==> config.mk <==
export PLATFORM = sky130hd
export DESIGN_NAME = uart_tx_ctrl
export DESIGN_NICKNAME = d
export VERILOG_FILES = /design/src/rtl/uart_pkg.sv /design/src/rtl/uart_baud_cnt.sv /design/src/rtl/uart_tx_ctrl.sv
export SDC_FILE = /design/constraint.sdc
export NUM_CORES = 1
export LEC_CHECK = 0
export ABC_AREA = 1
export BUFFER_PORTS_ARGS = -buffer_cell sky130_fd_sc_hd__buf_2
export CAP_MARGIN = 25
export CORE_MARGIN = 2
export CORE_UTILIZATION = 40
export DETAILED_ROUTE_END_ITERATION = 8
export SLEW_MARGIN = 20
export SYNTH_ARGS = -nofsm -noshare
export SYNTH_HDL_FRONTEND = slang
export SYNTH_SLANG_ARGS = --single-unit
==> constraint.sdc <==
create_clock -name clk -period 3.31 [get_ports clk]
set_input_delay 0.662 -clock clk [delete_from_list [all_inputs] [get_ports clk]]
set_output_delay 0.662 -clock clk [all_outputs]
set_load 0.01 [all_outputs]
==> src/rtl/uart_pkg.sv <==
// Shared types and constants for the UART transmit path.
package uart_pkg;

  typedef enum logic [2:0] {
    ST_IDLE,
    ST_START,
    ST_DATA,
    ST_PARITY,
    ST_STOP,
    ST_DONE
  } uart_tx_state_e;

  localparam int PAR_NONE = 0;
  localparam int PAR_EVEN = 1;
  localparam int PAR_ODD  = 2;

  // Longest frame: start + 8 data + parity + 2 stop.
  localparam int MAX_FRAME_BITS = 1 + 8 + 1 + 2;

  function automatic logic parity_bit(input logic [7:0] data,
                                      input int         nbits,
                                      input int         mode);
    logic p;
    p = 1'b0;
    for (int i = 0; i < 8; i++) begin
      if (i < nbits) p ^= data[i];
    end
    return p ^ (mode == PAR_ODD);
  endfunction

endpackage

==> src/rtl/uart_baud_cnt.sv <==
// Bit-period down-counter: tick marks the last clock of the current bit.
module uart_baud_cnt #(
  parameter int W = 32
) (
  input  logic         clk,
  input  logic         rst_n,
  input  logic         load_i,
  input  logic         en_i,
  input  logic [W-1:0] load_val_i,
  output logic         tick_o
);

  logic [W-1:0] cnt_q, cnt_d;

  // Holding at zero instead of wrapping keeps an all-ones divisor safe.
  always_comb begin
    cnt_d = cnt_q;
    if (load_i)                    cnt_d = load_val_i;
    else if (en_i && cnt_q != '0)  cnt_d = cnt_q - W'(1);
  end

  // NOTE: sequential state uses non-blocking assignments so every flop samples pre-edge values.
  always_ff @(posedge clk or negedge rst_n) begin
    if (!rst_n) cnt_q <= '0;
    else        cnt_q <= cnt_d;
  end

  assign tick_o = en_i && (cnt_q == '0);

endmodule

==> src/rtl/uart_tx_ctrl.sv <==
// UART transmit sequencer: frames the pending byte and drives the tx pin.
module uart_tx_ctrl
  import uart_pkg::*;
#(
  parameter int DATA_BITS = 8,
  parameter int STOP_BITS = 1,
  parameter int PARITY    = 0,
  parameter int DVSR_W    = 32
) (
  input  logic              clk,
  input  logic              rst_n,
  input  logic              full,
  input  logic              tx_start,
  input  logic [7:0]        data_in,
  input  logic [DVSR_W-1:0] dvsr,
  output logic              tx,
  output logic              tx_done,
  output logic              busy
);

  localparam int IDX_W = $clog2(MAX_FRAME_BITS);

  uart_tx_state_e    state_q, state_d;
  logic [7:0]        shift_q, shift_d;
  logic [DVSR_W-1:0] dvsr_q, dvsr_d;
  logic [IDX_W-1:0]  idx_q, idx_d;
  logic              par_q, par_d;
  logic              tx_q, tx_d;
  logic              done_q, done_d;
  logic              busy_q, busy_d;
  logic              cnt_load, cnt_en, tick;
  logic [DVSR_W-1:0] cnt_val;

  assign cnt_en = (state_q == ST_START) || (state_q == ST_DATA) ||
                  (state_q == ST_PARITY) || (state_q == ST_STOP);

  uart_baud_cnt #(.W(DVSR_W)) u_baud (
    .clk        (clk),
    .rst_n      (rst_n),
    .load_i     (cnt_load),
    .en_i       (cnt_en),
    .load_val_i (cnt_val),
    .tick_o     (tick)
  );

  always_ff @(posedge clk or negedge rst_n) begin
    if (!rst_n) state_q <= ST_IDLE;
    else        state_q <= state_d;
  end

  // NOTE: every signal gets a default first so no path leaves it unassigned (no latches).
  always_comb begin
    state_d  = state_q;
    shift_d  = shift_q;
    dvsr_d   = dvsr_q;
    idx_d    = idx_q;
    par_d    = par_q;
    cnt_load = 1'b0;
    cnt_val  = dvsr_q;
    unique case (state_q)
      ST_IDLE: if (full && tx_start) begin
        state_d  = ST_START;
        shift_d  = data_in;
        dvsr_d   = dvsr;
        par_d    = parity_bit(data_in, DATA_BITS, PARITY);
        cnt_load = 1'b1;
        cnt_val  = dvsr;
      end
      ST_START: if (tick) begin
        state_d  = ST_DATA;
        idx_d    = '0;
        cnt_load = 1'b1;
      end
      ST_DATA: if (tick) begin
        cnt_load = 1'b1;
        shift_d  = shift_q >> 1;
        if (idx_q == IDX_W'(DATA_BITS - 1)) begin
          idx_d   = '0;
          state_d = (PARITY != PAR_NONE) ? ST_PARITY : ST_STOP;
        end else begin
          idx_d = idx_q + IDX_W'(1);
        end
      end
      ST_PARITY: if (tick) begin
        state_d  = ST_STOP;
        idx_d    = '0;
        cnt_load = 1'b1;
      end
      ST_STOP: if (tick) begin
        if (idx_q == IDX_W'(STOP_BITS - 1)) begin
          state_d = ST_DONE;
          idx_d   = '0;
        end else begin
          idx_d    = idx_q + IDX_W'(1);
          cnt_load = 1'b1;
        end
      end
      ST_DONE: state_d = ST_IDLE;
      default: state_d = ST_IDLE;
    endcase
  end

  // Outputs are decoded from the next state and then registered, so they
  // line up with the state without any input-to-output combinational path.
  always_comb begin
    tx_d   = 1'b1;
    done_d = 1'b0;
    busy_d = (state_d != ST_IDLE);
    unique case (state_d)
      ST_START:  tx_d   = 1'b0;
      ST_DATA:   tx_d   = shift_d[0];
      ST_PARITY: tx_d   = par_d;
      ST_DONE:   done_d = 1'b1;
      default:   tx_d   = 1'b1;
    endcase
  end

  always_ff @(posedge clk or negedge rst_n) begin
    if (!rst_n) begin
      shift_q <= '0;
      dvsr_q  <= '0;
      idx_q   <= '0;
      par_q   <= 1'b0;
      tx_q    <= 1'b1;
      done_q  <= 1'b0;
      busy_q  <= 1'b0;
    end else begin
      shift_q <= shift_d;
      dvsr_q  <= dvsr_d;
      idx_q   <= idx_d;
      par_q   <= par_d;
      tx_q    <= tx_d;
      done_q  <= done_d;
      busy_q  <= busy_d;
    end
  end

  assign tx      = tx_q;
  assign tx_done = done_q;
  assign busy    = busy_q;

endmodule

; ---- Word level (Yosys, flattened, before mapping)
; Index checks and enable logic that the tools add are counted.
[totals]
regBits = 83
input_bits = 44
out_inout_bits = 3
[classes]
addsub = 2
eq_ne = 13
n_mux = 44
bitwise = 7
reduce_logical = 18
[ops]
columns = op, count
row1 = 2-to-1 mux 32 bit, 4
row2 = zero test 32 bit, 1
row3 = nonzero test 32 bit, 1
row4 = "subtractor 32 x 1 -> 32 bit, second input constant", 1
row5 = 2-to-1 mux 1 bit, 21
row6 = 2-to-1 mux 3 bit, 7
row7 = 2-to-1 mux 4 bit, 5
row8 = 2-to-1 mux 8 bit, 2
row9 = one-hot mux 8 bit (2 select lines), 1
row10 = one-hot mux 3 bit (5 select lines), 1
row11 = "== test 3 x 2 -> 1 bit, second input constant", 4
row12 = one-hot mux 4 bit (3 select lines), 1
row13 = XOR 1 bit, 7
row14 = "== test 3 x 1 -> 1 bit, second input constant", 2
row15 = "== test 3 bit, second input constant", 2
row16 = "inequality test 2 bit, second input constant", 3
row17 = one-hot mux 1 bit (3 select lines), 2
row18 = nonzero test 3 bit, 2
row19 = "adder 4 x 1 -> 4 bit, second input constant", 1
row20 = "== test 4 x 3 -> 1 bit, second input constant", 1
row21 = zero test 4 bit, 1
row22 = AND reduction 4 bit, 1
row23 = nonzero test 2 bit, 2
row24 = logical AND 1 bit, 3
row25 = 6 further kinds, 8

; ---- Depth between registers and ports, before layout
; Gate-level depths: netlist of run 1.
[logic_depth]
depth_word = 25
depth_mapped = 14
ltp_nobuf = 13

; ---- Hierarchy
; Synthesis of run 1 repeated with hierarchy kept, for this count alone.
[unflattened]
hier_cells = 666
hier_area_um2 = 4813.4
[modules_own_cells]
columns = mod, instances, cells_each, area_per_inst_um2, seq_area_each_um2
row1 = uart_baud_cnt, 1, 386, 2461.1, 800.8
row2 = uart_tx_ctrl, 1, 280, 2352.3, 1277.5

; ---- Worst setup path before layout of run 1
; Ideal clock, no wire load.
[synth_timing]
kind = reg-to-reg
startpoint = register u_baud.cnt_q[0]
endpoint = register u_baud.cnt_q[31]
arrival_ns = 1.718
t_required_ns = 3.245
path_slack_ns = 1.527
path_stages_with_launch = 15
synth_period_minus_slack_ns = 1.783
cell_sequence = dfrtp_1 inv_1 ha_1 inv_1 nor3_1 nand2_1 nor2_2 nand2_2 nand2_4 inv_4 nor2_4 buf_6 buf_6 nand2_1 nand2_1
[synth_between]
elab_chain_cells = 5
word_cells_on_any_way = 11
[synth_lines]
columns = item, line_no
row1 = start: declaration, uart_baud_cnt.sv:13  ; logic [W-1:0] cnt_q, cnt_d;
row2 = start signal: assignment, uart_baud_cnt.sv:25  ; else cnt_q <= cnt_d;
row3 = "parallel branches: the longest is 5 deep, another holds subtractor 32 x 1 -> 32 bit", --
; Parallel ways; which one is timed is not known. The select of a mux whose other input is x is not followed.
; A chain may end at the register's enable or synchronous reset.

; ---- Worst setup path in the final report of run 1
[layout_timing]
startpoint = register u_baud.cnt_q[0]
endpoint = register u_baud.cnt_q[15]
; Same word-level chain as after synthesis.

==> results.json, run 1 <==
{
  "grt_overflow": 0,
  "cap_violations": 0,
  "final-max-slew-violation-count": 0,
  "vias": 4085,
  "avgSynthCellArea_um2": 7.28,
  "synthToLayoutAreaGrowth_pct": 13.6,
  "ys.flop_type": "dfrtp_1",
  "die_h_um": 111,
  "crit_type": "flop to flop",
  "cts_resized": 0,
  "port_buffers": 46,
  "syn_area_um2": 4610,
  "setup-tns-final_ns": 0,
  "synth_common_cells": "nand2_1 (246), dfrtp_1 (82), nor2_1 (70), inv_1 (51), a21oi_1 (34)",
  "netlist.area_leader.share_pct": 44.5,
  "grtUsageTotal_pct": 18.8,
  "p_per_area_nw_per_um2": 520,
  "grt_pass1_wl_um": 19000,
  "drive_above_1_share_pct": 12.9,
  "first_iter_violations": 188,
  "vias_per_cell": 4.95,
  "nNetsFinal": 726,
  "vdd_ir_drop_max_v": 0.000242,
  "hpwlAfterDp_um": 7940,
  "yosys_register_bits": 83,
  "worstPathMaxFanout": 29,
  "clk_latency_ns": 0.35,
  "core_area_um2": 11300,
  "io_pins": 47,
  "place.gp.congestion": 0.925,
  "hold_buffers": 0,
  "synth_edf_count": 0,
  "initial_core_util_pct": 40.7,
  "die_w_um": 111,
  "slew_headroom_pct": 50.5,
  "grt.met2_usage_pct": 30.6,
  "seqCellArea_um2": 2080,
  "cp-end-kind": "flop",
  "rsz0062_at_grt": "no",
  "cpMaxStageDelayCell": "nor2_4",
  "grt-busiest-layer": "met2",
  "met1_usage_pct": 24.3,
  "multi_input_area_um2": 2240,
  "r2r_start": "u_baud.cnt_q[0]$_DFFE_PN0P_",
  "nFillCells": 1215,
  "fin_crit_sh_pct": 76.9,
  "post_cts_buffers": 0,
  "grtUsageMet3_pct": 3.94,
  "wl_um": 10900,
  "clockRootBuffer": "clkbuf_16",
  "htree_levels": 3,
  "numClockSinks": 83,
  "yosysMostFrequentCell": "nand2_1",
  "cts_buffers": 9,
  "fin_ws_ns": 0.763,
  "rr_endpoint": "u_baud.cnt_q[15]$_DFFE_PN0P_",
  "yosys_warnings": 0,
  "synth-seq-area-share_pct": 45.1,
  "drt_pass1_iterations": 4,
  "hold_viol": 0,
  "cts_tree": "built",
  "grt_max_degree": 84,
  "critPathMostFrequentCell": "nand2_1",
  "crit_start": "u_baud.cnt_q[0]$_DFFE_PN0P_",
  "hp-class": "input port to async pin",
  "tightest_slew_ns": 0.743,
  "cp.arrival_ns": 2.83,
  "drc": 0,
  "critical_path_required_ns": 3.59,
  "syn-num-nets": 681,
  "r2r_setup_slack_ns": 0.76,
  "clk_path_buf_depth": 2,
  "antennaDiodeCount": 0,
  "setup_viol": 0,
  "fin_crit_ns": 2.55,
  "rows": 39,
  "cp-start-kind": "flop",
  "yosysUniqueCellTypes": 34,
  "fin_util_pct": 46.2,
  "synth_area_leader_cell": "dfrtp_1",
  "cpPeakStageDelay_ns": 0.56,
  "syn_inst": 633,
  "status": "finished clean",
  "path_cells": "inv_1, ha_1, inv_1, nor3_1, nand2_1, nor2_2, nand2_2, nand2_4, inv_4, nor2_4, nand2_1, nand2_1",
  "antenna_found_initial": 0,
  "ant_nets": 0,
  "pre_cts_slack_ns": 0.765,
  "post_drt_wl_per_cell_um": 13.2,
  "synth_top_cells_by_area": "dfrtp_1 (45%), nand2_1 (20%), nor2_1 (5.7%)",
  "fmax_mhz": 393,
  "synthArstFlopShare_pct": 100,
  "clock_skew_ns": 0.00795,
  "total_leakage_power_nw": 2.71,
  "clk_pin_slew_ns": 0.06,
  "grt_pass1_vias": 4146,
  "dieArea_um2": 12400,
  "reg2reg_depth": 12
}
[final cells by class]
type | count | area share [%]
clock buffer | 16 | 5.00
inverter | 56 | 4.07
multi-input combinational | 479 | 42.8
sequential | 83 | 39.7
tap | 143 | 3.42
timing repair buffer | 49 | 4.95
[stage by stage]
step	total power, mW	cells	cell area, um^2	hold slack, ns
after floorplan	1.65	633	4610	0.366
after global placement	1.81	810	4970	0.458
after detailed placement	1.82	810	4970	0.457
after CTS	2.74	826	5230	0.471
after global routing	2.89	826	5230	0.439
final	2.72	826	5230	0.361
[kinds of logic after synthesis]
family	count (synthesis)	synth area share, %
compound gates	67	8.31
xor+xnor	24	4.56
fa+ha+maj	4	1.09
buf+inv	71	6.41
flops	83	45.1
simple gates	384	34.5
[power breakdown]
group	switching (mW)	internal, mW	leakage [nW]	total (mW)
clock	0.383	0.531	0.125	0.914
combinational	0.337	0.206	1.55	0.543
sequential	0.133	1.13	1.03	1.26
total	0.853	1.87	2.71	2.72
[worst max-delay path by stage]
stage	end	slack (ns)	depth (start not counted)
after global routing	u_baud.cnt_q[14]$_DFFE_PN0P_	0.49	12
after global placement	u_baud.cnt_q[1]$_DFFE_PN0P_	0.83	12
after CTS	u_baud.cnt_q[15]$_DFFE_PN0P_	0.74	12
final	u_baud.cnt_q[15]$_DFFE_PN0P_	0.76	12
after detailed placement	u_baud.cnt_q[29]$_DFFE_PN0P_	0.76	12
after floorplan	u_baud.cnt_q[31]$_DFFE_PN0P_	1.53	14
[cells in the final DEF (no fill, tap or decap), types with 2 or more instances in the layout]
cell type,count
or2_2,5
o21ai_0,16
nor2_1,69
xor2_1,14
nand3b_1,2
xnor2_1,10
nor3_1,7
nand2_2,2
nand3_1,27
nor2_4,2
a21boi_0,7
o221ai_1,6
dfrtp_1,82
buf_4,3
nor2_2,11
inv_2,4
ha_1,4
nand4_1,7
a21oi_1,34
nand2_1,246
buf_2,45
clkbuf_1,6
nor4_1,2
inv_1,51
clkbuf_16,9
[metal layers]
| metal | vias up | part of all wire (%) |
|---|---|---|
| li1 | 2081 | - |
| met1 | 1902 | 48 |
| met2 | 82 | 46 |
| met3 | 20 | 4.1 |
| met4 | 0 | 2.4 |
| met5 | - | 0 |
[worst max-delay path, delay by kind of cell (launching register included)]
kind / cells / cell delay, ns
simple gates: 8 / 1.60
flops: 1 / 0.39
buf+inv: 3 / 0.29
fa+ha+maj: 1 / 0.19
[flip-flops by register name (all words and copies together), names as in the netlist]
signal and flops:
shift_q 8, state_q 3, par_q 1, u_baud.cnt_q 32
tx_done 1, dvsr_q 32, idx_q 4, busy 1
tx 1
No activity file was read; power rests on OpenSTA's default activity.
==> inputs of run 2 (changes only) <==
- clock period: 3.31 -> 2.2 ns (I/O delays scaled with it)
==> results.json, run 2 (synthesis gave the netlist of run 1 again) <==
{
  "clock_skew_ns": 0.00932,
  "slew_headroom_pct": 75.1,
  "hold_buffers": 0,
  "wl_met1_um": 5220,
  "p_per_area_nw_per_um2": 762,
  "p_clk_share_pct": 33.1,
  "vias_per_cell": 4.93,
  "antenna_found_initial": 0,
  "post_cts_buffers": 0,
  "drc": 0,
  "clockRootBuffer": "clkbuf_16",
  "first_iter_violations": 174,
  "tightest_slew_ns": 0.373,
  "antennaDiodeCount": 0,
  "seq_power_share_pct": 46.3,
  "final-max-slew-violation-count": 0,
  "drive_above_1_share_pct": 15.4,
  "setup_viol": 0,
  "clk_path_buf_depth": 2,
  "grtUsageTotal_pct": 19.4,
  "fin_util_pct": 47.5,
  "place.gp.congestion": 0.969,
  "swShare_pct": 32.2,
  "cts_buffers": 9,
  "grt_max_degree": 41,
  "numClockSinks": 83,
  "rows": 39,
  "total_leakage_power_nw": 2.79,
  "hpwlAfterDp_um": 8340,
  "crit_type": "flop to flop",
  "setup-tns-final_ns": 0,
  "nNetsFinal": 737,
  "rsz0062_at_grt": "no",
  "vdd_ir_drop_max_v": 0.000486,
  "cp-end-kind": "flop",
  "cts_tree": "built",
  "port_buffers": 46,
  "synthToLayoutAreaGrowth_pct": 16.8,
  "stdcell_count": 837,
  "critical_path_required_ns": 2.48,
  "power_frac_comb_pct": 20.6,
  "power_switching_mw": 1.32,
  "die_w_um": 111,
  "routed.top_layer": "met4",
  "grt_pass1_vias": 4165,
  "grt_overflow": 0,
  "wl_met2_um": 5310,
  "clk_pin_slew_ns": 0.06,
  "route.met3.wl_um": 521,
  "wl_um": 11200,
  "vias": 4123,
  "cp.arrival_ns": 2.26,
  "clk_latency_ns": 0.35,
  "core_area_um2": 11300,
  "final_common_cell": "nand2_1",
  "cap_violations": 0,
  "status": "finished clean",
  "post_drt_wl_per_cell_um": 13.4,
  "largestRegisters": "dvsr_q: 32 flops, u_baud.cnt_q: 32 flops, shift_q: 8 flops",
  "placedCellCount": 821,
  "power_mw": 4.10,
  "fin_crit_ns": 1.98,
  "hold_viol": 0,
  "htree_levels": 3,
  "dieArea_um2": 12400,
  "io_pins": 47,
  "hp-class": "input port to async pin",
  "drt_pass1_iterations": 4,
  "initial_core_util_pct": 40.7,
  "ant_nets": 0,
  "cp-start-kind": "flop",
  "layout_common_cells": "nand2_1 (244), dfrtp_1 (82), nor2_1 (69)",
  "fmax_mhz": 505,
  "cts_resized": 0,
  "fin_crit_sh_pct": 90.1,
  "die_h_um": 111,
  "grt_pass1_wl_um": 19600,
  "p_int_mw": 2.78,
  "worstPathMaxFanout": 29
}
run 2: changes by cell type in the layout (fill, tap and decap cells not counted), sizes merged:
cell | previous run | this run
clkinv | 0 | 5
clkbuf | 16 | 10
buf | 49 | 60
clkinvlp | 0 | 1
run 2: power groups by stage:
stage	Combinational (mW)	Sequential, mW	Clock [mW]
floorplan	0.615	1.86	0
global placement	0.833	1.92	0
detailed placement	0.848	1.91	0
CTS	0.852	1.89	1.39
global route	1.00	1.92	1.46
finish	0.845	1.90	1.36
run 2: path summary, 6_finish.rpt:
kind / startpoint / slack [ns] / depth (start not counted) / to
min in group clk: dvsr[28] / 0.32 / 3 / dvsr_q[28]$_DFF_PN0_
max reg2reg: u_baud.cnt_q[0]$_DFFE_PN0P_ / 0.22 / 13 / u_baud.cnt_q[26]$_DFFE_PN0P_
min: rst_n / 0.0002 / 1 / idx_q[2]$_DFFE_PN0P_
max: u_baud.cnt_q[0]$_DFFE_PN0P_ / 0.22 / 13 / u_baud.cnt_q[26]$_DFFE_PN0P_
min reg2reg: dvsr_q[29]$_DFF_PN0_ / 0.47 / 2 / dvsr_q[29]$_DFF_PN0_
max in group asynchronous: rst_n / 1.60 / 2 / u_baud.cnt_q[16]$_DFFE_PN0P_
run 2: critical path: stages (launching register included):
cell	delay [ns]
dfrtp_1	0.39
inv_1	0.12
ha_1	0.18
inv_1	0.06
nor3_2	0.13
nand2_1	0.08
nor2_2	0.12
nand2_2	0.13
nand2_8	0.14
inv_4	0.09
nor2_4	0.13
buf_12	0.18
nand2_1	0.07
nand2_1	0.07
run 2: per-stage QoR:
stage / area (um^2) / setup slack (ns) / hold WS, ns
after floorplan: 4610 / 0.417 / 0.144
after global placement: 5100 / 0.243 / 0.389
after detailed placement: 5100 / 0.168 / 0.385
after CTS: 5360 / 0.161 / 0.00817
after global routing: 5380 / 0.0294 / 0.0270
final: 5380 / 0.218 / 0.000202
run 2: final cells by class:
type | instances | area, um^2
clock buffers | 10 | 229
multi-input cells | 479 | 2260
repair buffers | 60 | 392
clock inverters | 6 | 32.5
fillers | 1184 | 5940
well taps | 143 | 179
flip-flops and latches | 83 | 2080
inverters | 56 | 213
run 2: per-layer routing:
| layer | GRT usage, % | up-vias |
|---|---|---|
| met5 | 0 | - |
| met2 | 31.7 | 91 |
| li1 | - | 2112 |
| met3 | 5.08 | 9 |
| met1 | 25.0 | 1911 |
| met4 | 6.58 | 0 |
==> inputs of run 3 (changes only) <==
- PLACE_DENSITY_LB_ADDON: default -> 0.1
==> results.json, run 3 (synthesis gave the netlist of run 1 again) <==
{
  "die_w_um": 111,
  "wl_um": 11200,
  "seqCellArea_um2": 2080,
  "core_area_um2": 11300,
  "worstPathMaxFanout": 19,
  "wl_met2_um": 5390,
  "rows": 39,
  "clk_path_buf_depth": 2,
  "hpwlAfterDp_um": 8620,
  "slew_headroom_pct": 72.0,
  "cp-end-kind": "flop",
  "dieArea_um2": 12400,
  "clk_latency_ns": 0.33,
  "swShare_pct": 30.8,
  "post_cts_buffers": 0,
  "tightest_slew_ns": 0.416,
  "place_area_um2": 5150,
  "final-max-slew-violation-count": 0,
  "cp.arrival_ns": 2.21,
  "clock_skew_ns": 0.00380,
  "routed.top_layer": "met4",
  "cts_tree": "built",
  "total_leakage_power_nw": 2.84,
  "clk_pin_slew_ns": 0.06,
  "rsz0062_at_grt": "no",
  "post_drt_wl_per_cell_um": 13.2,
  "layout_common_cells": "nand2_1 (245), dfrtp_1 (82), nor2_1 (68)",
  "fin_crit_ns": 1.98,
  "port_buffers": 46,
  "crit_type": "flop to flop",
  "setup-tns-final_ns": 0,
  "multi_input_area_um2": 2260,
  "nFillCells": 1165,
  "antenna_found_initial": 0,
  "fin_crit_sh_pct": 90.0,
  "antennaDiodeCount": 0,
  "power_frac_comb_pct": 21.6,
  "drt_pass1_iterations": 4,
  "setup_viol": 0,
  "final_common_cell": "nand2_1",
  "grt_pass1_wl_um": 19600,
  "status": "finished clean",
  "postLayoutCellArea_um2": 5460,
  "die_h_um": 111,
  "grt_overflow": 0,
  "route.met3.wl_um": 409,
  "clockRootBuffer": "clkbuf_16",
  "drc": 0,
  "vias": 4167,
  "numClockSinks": 83,
  "io_pins": 47,
  "p_per_area_nw_per_um2": 770,
  "critical_path_required_ns": 2.43,
  "power_switching_mw": 1.30,
  "cp-start-kind": "flop",
  "wl_met1_um": 5160,
  "htree_levels": 3,
  "place.gp.congestion": 0.976,
  "hold_viol": 0,
  "nNetsFinal": 748,
  "p_int_mw": 2.91,
  "vias_per_cell": 4.92,
  "largestRegisters": "dvsr_q: 32 flops, u_baud.cnt_q: 32 flops, shift_q: 8 flops",
  "cap_violations": 0,
  "grt_pass1_vias": 4223,
  "p_clk_share_pct": 33.4,
  "cts_buffers": 9,
  "fmax_mhz": 505,
  "hp-class": "input port to flop",
  "initial_core_util_pct": 40.7,
  "synthToLayoutAreaGrowth_pct": 18.5,
  "vdd_ir_drop_max_v": 0.000529,
  "fin_util_pct": 48.2,
  "grtUsageTotal_pct": 19.2,
  "r2r_setup_slack_ns": 0.22,
  "drive_above_1_share_pct": 16.5,
  "ant_nets": 0,
  "grt_max_degree": 46,
  "seq_power_share_pct": 45.0,
  "first_iter_violations": 273
}
run 3: critical path, stage by stage (launching register included):
cell and delay [ns]:
dfrtp_1 0.43, nor2_2 0.16, nand2_1 0.10, nor2_2 0.19, nand3_1 0.12, nor2_2 0.19, nand4_1 0.13, nand3_2 0.13
buf_4 0.25, nand2_1 0.07, inv_1 0.06, nor2_1 0.04
run 3: layout make-up:
| class | instances | share of cell area (%) |
|---|---|---|
| Timing Repair Buffer | 71 | 8.21 |
| Inverter | 56 | 3.90 |
| Multi-Input combinational cell | 479 | 41.4 |
| Sequential cell | 83 | 38.1 |
| Clock buffer | 13 | 4.95 |
| Clock inverter | 2 | 0.183 |
| Tap cell | 143 | 3.28 |
run 3: path summary, 6_finish.rpt:
kind	start	end	cells after the start
setup / recovery	u_baud.cnt_q[9]$_DFFE_PN0P_	u_baud.cnt_q[0]$_DFFE_PN0P_	11
hold / removal	dvsr[13]	dvsr_q[13]$_DFF_PN0_	3
setup reg to reg	u_baud.cnt_q[9]$_DFFE_PN0P_	u_baud.cnt_q[0]$_DFFE_PN0P_	11
hold reg to reg	dvsr_q[27]$_DFF_PN0_	dvsr_q[27]$_DFF_PN0_	2
max in group asynchronous	rst_n	u_baud.cnt_q[19]$_DFFE_PN0P_	3
min in group asynchronous	rst_n	idx_q[2]$_DFFE_PN0P_	2
run 3: stage by stage:
stage / power [mW] / worst slack [ns] / hold slack (ns) / cells
finish: 4.20 / 0.220 / 0.334 / 847
global route: 4.48 / 0.00389 / 0.337 / 847
CTS: 4.24 / 0.168 / 0.327 / 847
detailed placement: 2.81 / 0.182 / 0.321 / 831
global placement: 2.80 / 0.216 / 0.318 / 831
floorplan: 2.48 / 0.417 / 0.144 / 633
run 3: power by group through the flow:
stage | Combinational, mW | Sequential [mW] | Clock, mW
3_3_place_gp | 0.882 | 1.91 | 0
5_1_grt | 1.05 | 1.92 | 1.52
6_report | 0.907 | 1.89 | 1.40
4_1_cts | 0.904 | 1.89 | 1.45
2_1_floorplan | 0.615 | 1.86 | 0
3_5_place_dp | 0.896 | 1.91 | 0
run 3: repair_timing:
item / 4_1_cts / 5_1_grt
gates resized for setup: 0 / 4
endpoints found under the setup margin: 0 / 30
hold buffers: 1 / 0
hold endpoints to repair: 12 / 0
run 3: routing by layer:
| metal | global-route usage (%) | up-vias |
|---|---|---|
| met2 | 33.1 | 80 |
| met4 | 5.51 | 0 |
| li1 | - | 2128 |
| met1 | 24.1 | 1943 |
| met5 | 0 | - |
| met3 | 4.76 | 16 |
